### src/rtl/board_drawer.sv
`default_nettype none
// ============================================================================
// Module  : board_drawer
// Purpose : Handshaked full-board redraw; walks 64 cells, one square per cell,
//           cursor cell outlined in red.
// Rev     : 1.0  initial release
// ============================================================================
module board_drawer #(
  parameter int CELL_PITCH = 13,
  parameter int DISK_SIZE  = 11,
  parameter int X0         = 8,
  parameter int Y0         = 8
) (
  input  logic       clock,
  input  logic       resetn,
  input  logic       start,
  input  logic [2:0] cursor_x,
  input  logic [2:0] cursor_y,
  input  logic       cursor_en,
  output logic [2:0] rd_x,
  output logic [2:0] rd_y,
  input  logic [1:0] rd_q,
  output logic [7:0] x_plot,
  output logic [6:0] y_plot,
  output logic [2:0] colour,
  output logic       plot,
  output logic       busy,
  output logic       done
);

  localparam int              PW     = $clog2(DISK_SIZE);
  localparam logic [PW-1:0]   c_PMAX = PW'(DISK_SIZE - 1);

  typedef enum logic [1:0] {
    S_IDLE  = 2'd0,
    S_FETCH = 2'd1,
    S_DRAW  = 2'd2,
    S_DONE  = 2'd3
  } state_t;

  state_t          r_state;
  logic [5:0]      r_cell;
  logic [PW-1:0]   r_px;
  logic [PW-1:0]   r_py;
  logic [1:0]      r_val;
  logic            r_curs;

  logic [2:0]      w_col;
  logic [2:0]      w_row;
  logic            w_edge;
  logic [7:0]      w_x;
  logic [6:0]      w_y;

  assign w_col = r_cell[2:0];
  assign w_row = r_cell[5:3];

  always_ff @(posedge clock or negedge resetn) begin
    if (!resetn) begin
      r_state <= S_IDLE;
      r_cell  <= 6'd0;
      r_px    <= '0;
      r_py    <= '0;
      r_val   <= 2'd0;
      r_curs  <= 1'b0;
    end else begin
      case (r_state)
        S_IDLE: begin
          if (start) begin
            r_state <= S_FETCH;
            r_cell  <= 6'd0;
            r_px    <= '0;
            r_py    <= '0;
          end
        end
        S_FETCH: begin
          // Cell contents and cursor match are frozen here for the whole square.
          r_val   <= rd_q;
          r_curs  <= cursor_en && (cursor_x == w_col) && (cursor_y == w_row);
          r_state <= S_DRAW;
        end
        S_DRAW: begin
          if (r_px == c_PMAX) begin
            r_px <= '0;
            if (r_py == c_PMAX) begin
              r_py <= '0;
              if (r_cell == 6'd63) begin
                r_state <= S_DONE;
              end else begin
                r_cell  <= r_cell + 6'd1;
                r_state <= S_FETCH;
              end
            end else begin
              r_py <= r_py + 1'b1;
            end
          end else begin
            r_px <= r_px + 1'b1;
          end
        end
        default: r_state <= S_IDLE;
      endcase
    end
  end

  assign busy = (r_state != S_IDLE);
  assign done = (r_state == S_DONE);
  assign plot = (r_state == S_DRAW);
  assign rd_x = busy ? w_col : 3'd0;
  assign rd_y = busy ? w_row : 3'd0;

  // Sums formed at 9 bits; the parameter limits keep the result on screen.
  assign w_x = 8'(9'(X0) + 9'(w_col) * 9'(CELL_PITCH) + 9'(r_px));
  assign w_y = 7'(9'(Y0) + 9'(w_row) * 9'(CELL_PITCH) + 9'(r_py));
  assign w_edge = (r_px == '0) || (r_py == '0) || (r_px == c_PMAX) || (r_py == c_PMAX);

  assign x_plot = plot ? w_x : 8'd0;
  assign y_plot = plot ? w_y : 7'd0;

  always_comb begin
    colour = 3'b000;
    if (plot) begin
      if (r_curs && w_edge)  colour = 3'b100;
      else if (r_val == 2'd2) colour = 3'b000;
      else if (r_val == 2'd3) colour = 3'b111;
      else                    colour = 3'b010;
    end
  end

endmodule
`default_nettype wire
### config.mk
export PLATFORM = sky130hd
export DESIGN_NAME = board_drawer
export DESIGN_NICKNAME = d
export VERILOG_FILES = /design/src/rtl/board_drawer.sv
export SDC_FILE = /design/constraint.sdc
export NUM_CORES = 1
export LEC_CHECK = 0
export ABC_AREA = 1
export BUFFER_PORTS_ARGS = -buffer_cell sky130_fd_sc_hd__buf_2
export CAP_MARGIN = 20
export CELL_PAD_IN_SITES_DETAIL_PLACEMENT = 0
export CELL_PAD_IN_SITES_GLOBAL_PLACEMENT = 1
export CORE_MARGIN = 4
export CORE_UTILIZATION = 40
export DETAILED_ROUTE_END_ITERATION = 10
export HOLD_SLACK_MARGIN = 0.12
export PLACE_DENSITY_LB_ADDON = 0.1
export SYNTH_ARGS = -nofsm -noshare
export SYNTH_HDL_FRONTEND = slang
export SYNTH_SLANG_ARGS = --single-unit
### constraint.sdc
create_clock -name clock -period 4.1 [get_ports clock]
set_input_delay 0.41 -clock clock [delete_from_list [all_inputs] [get_ports clock]]
set_output_delay 0.41 -clock clock [all_outputs]
set_load 0.005 [all_outputs]
==> reports/qor.yml <==
clock_network:
  clkTransAtPathRegs_ps: 80
  worstSkewPairLatency_ps: 260
  cts_num_sinks: 19
  cts_tree: "built"
  cts_buffers: 3
  htree_levels: 1
  post_cts_resized: 0
  post_cts_buffers: 0
  clockRootBuffer: "clkbuf_8"
  cts_buffer_depth: 2
outcome:
  status: "completed"
layout:
  design_area_sq_um: 2290
  layout.nets: 358
  drive_above_1_share_pct: 18.6
  syn_to_final_growth_pct: 15.5
  layout_common_cells: "nand2_1 (55), inv_1 (41), nor2_1 (40)"
  nFillCells: 524
  multi_input_area_sq_um: 1310
  final_core_util_pct: 48.2
  ff_latch_area_sq_um: 475
  final_common_cell: "nand2_1"
  antenna_cells: 0
worst_setup_path:
  path_max_fanout: 10
  start_kind: "flop"
  crit_required_ps: 3690
  worst-setup-path-type: "flop to primary output"
  critical_path_arrival_ps: 3150
  crit_path_end_kind: "primary output"
job:
  drv_cap: 0
yosys:
  seq_area_frac_synth_pct: 24.0
  synth_top_family_by_area: "simple AND/OR/NAND/NOR gates"
  syn_area_per_cell_sq_um: 7.40
  synthAdderAreaFrac_pct: 26.2
  synth_cells: 268
  synth_compound_area_share_pct: 6.37
  synth.distinct_cells: 28
  syn_nets: 318
  ys_seq_elements: 19
  syn_area_sq_um: 1980
  synthMuxAreaShare_pct: 0.567
  synth-xor-area-share_pct: 5.30
  yosys_warnings: 0
  synth-simple-area-share_pct: 27.4
drt:
  drtAntennaViolNets: 0
  post-route-drc-count: 0
  drt-pass1-iter-count: 4
  drt_iter0_drc: 28
  drt_wl_total_mm: 4.35
  wl_per_cell_um: 11.6
  vias: 1715
  vias_per_cell: 4.59
power:
  cellPowerDensity_nw_per_um2: 497
  comb_power_share_pct: 60.1
  pwr-share-seq_pct: 28.1
  intPower_uw: 621
  p_switching_uw: 518
  leakagePower_nw: 1.35
  clkPwrFrac_pct: 11.8
  swShare_pct: 45.5
  vdd_drop_max_v: 0.000270
grt:
  grt_max_degree: 20
  antenna_found_initial: 0
  grt_pass1_wl_mm: 7.82
  gr-total-overflow: 0
  grt_pass1_vias: 1682
  track_usage_pct: 15.7
timing:
  whs_ps: 381
  setup_tns_ps: 0
  clock_skew_ps: 4.44
  finalCriticalPeriod_ps: 3560
  timing.fmax_ghz: 0.281
  relSlewSlack_pct: 62.8
  worst_pin_slew_ps: 556
  finalSetupViolCount: 0
  slew_viol_final: 0
  fin_crit_sh_pct: 86.9
  finalHoldViolCount: 0
  rsz0062_at_grt: "false"
floorplanning:
  fp.dieW_um: 78.4
  die-height_um: 78.4
  core_area_sq_um: 4750
  num_rows: 25
  io_pins: 39
  start_util_pct: 41.7
  die-area_sq_um: 6150
placement:
  port_buffers: 38
  post-dp-hpwl_mm: 3.53
  gp_congestion: 0.773
  place_area_sq_um: 2240
worst_hold_path:
  holdCritPathClass: "input pin to flop"
final timing paths:
check	endpoint	startpoint	cells after the start	slack (ps)
min	r_val[0]	rd_q[0]	2	380
min in group asynchronous	r_cell[4]	resetn	2	620
min reg2reg	r_curs	r_curs	2	520
max	x_plot[6]	r_cell[0]	15	540
max in group asynchronous	r_cell[3]	resetn	2	3170
max reg2reg	r_cell[1]	r_cell[1]	7	2510
state kept, by name, summed over array words and instances (netlist names):
signal   cells
r_curs       1
r_val        2
r_py         4
r_state      2
r_cell       6
r_px         4
cells in the mapped netlist:
master,n,area (sq um)
nand2_1,55,206
a31oi_1,1,6.26
dfrtp_1,19,475
xor2_1,7,61.3
inv_1,41,154
nor3_1,2,10.0
o22ai_1,1,6.26
a21oi_1,11,55.1
o21ai_1,1,5.00
nor2_1,40,150
ha_1,32,400
clkbuf_1,1,3.75
nand3_1,16,80.1
fa_1,6,120
xnor2_1,5,43.8
inv_4,2,12.5
nor2_4,2,22.5
nand2_4,4,45.0
mux2_2,1,11.3
o21ai_2,1,8.76
buf_2,1,5.00
nand2_2,1,6.26
inv_2,4,15.0
buf_4,1,7.51
clkbuf_2,1,5.00
nand4_1,2,12.5
nand3_2,1,10.0
o21ai_0,9,45.0
logic make-up (layout without fill, tap and decap cells):
group                    after synthesis  in the layout
AO/OA/AOI/OAI                         24             24
XOR/XNOR                              12             12
adder cells (fa/ha/maj)               38             38
buffers and inverters                 51             90
flip-flops                            19             19
multiplexers                           1              1
AND/OR/NAND/NOR                      123            123
final cells by class:
cell class | count | area share (%)
clock buffers | 4 | 1.97
flip-flops and latches | 19 | 20.7
repair buffers | 39 | 8.73
well taps | 67 | 3.66
inverters | 47 | 7.91
multi-input cells | 198 | 57.0
stage by stage:
stage	std cells	worst slack (ps)	total power, mW
2_1_floorplan	268	1010	0.789
3_3_place_gp	369	869	1.03
3_5_place_dp	369	803	1.02
4_1_cts	374	502	1.16
5_1_grt	374	276	1.29
6_report	374	535	1.14
power groups by stage:
stage | Combinational, mW | Sequential, mW | Clock (mW)
after floorplan | 0.495 | 0.294 | 0
after global placement | 0.701 | 0.324 | 0
after detailed placement | 0.695 | 0.326 | 0
after CTS | 0.702 | 0.322 | 0.136
after global routing | 0.813 | 0.334 | 0.146
final | 0.684 | 0.320 | 0.134
critical path, stage by stage (launching register included):
cell and delay, ps:
dfrtp_1 550, ha_1 210, inv_1 50, fa_1 470
inv_1 50, fa_1 530, inv_1 60, fa_1 420
inv_1 90, nand2_1 50, nand2_1 50, a21oi_1 70
nand2_1 60, nand2_1 40, nor2_1 70, buf_2 110
routing by layer:
layer	wire, um	vias up	GRT usage [%]
li1	-	916	-
met1	2180	764	21.8
met2	1960	32	25.8
met3	193	3	2.18
met4	21	0	3.67
met5	0	-	0
timing repair:
action | 4_1_cts | 5_1_grt
hold buffers | 1 | 0
endpoints found under the hold margin | 19 | 0
setup endpoints to repair | 0 | 0
No activity file was read; power rests on OpenSTA's default activity.
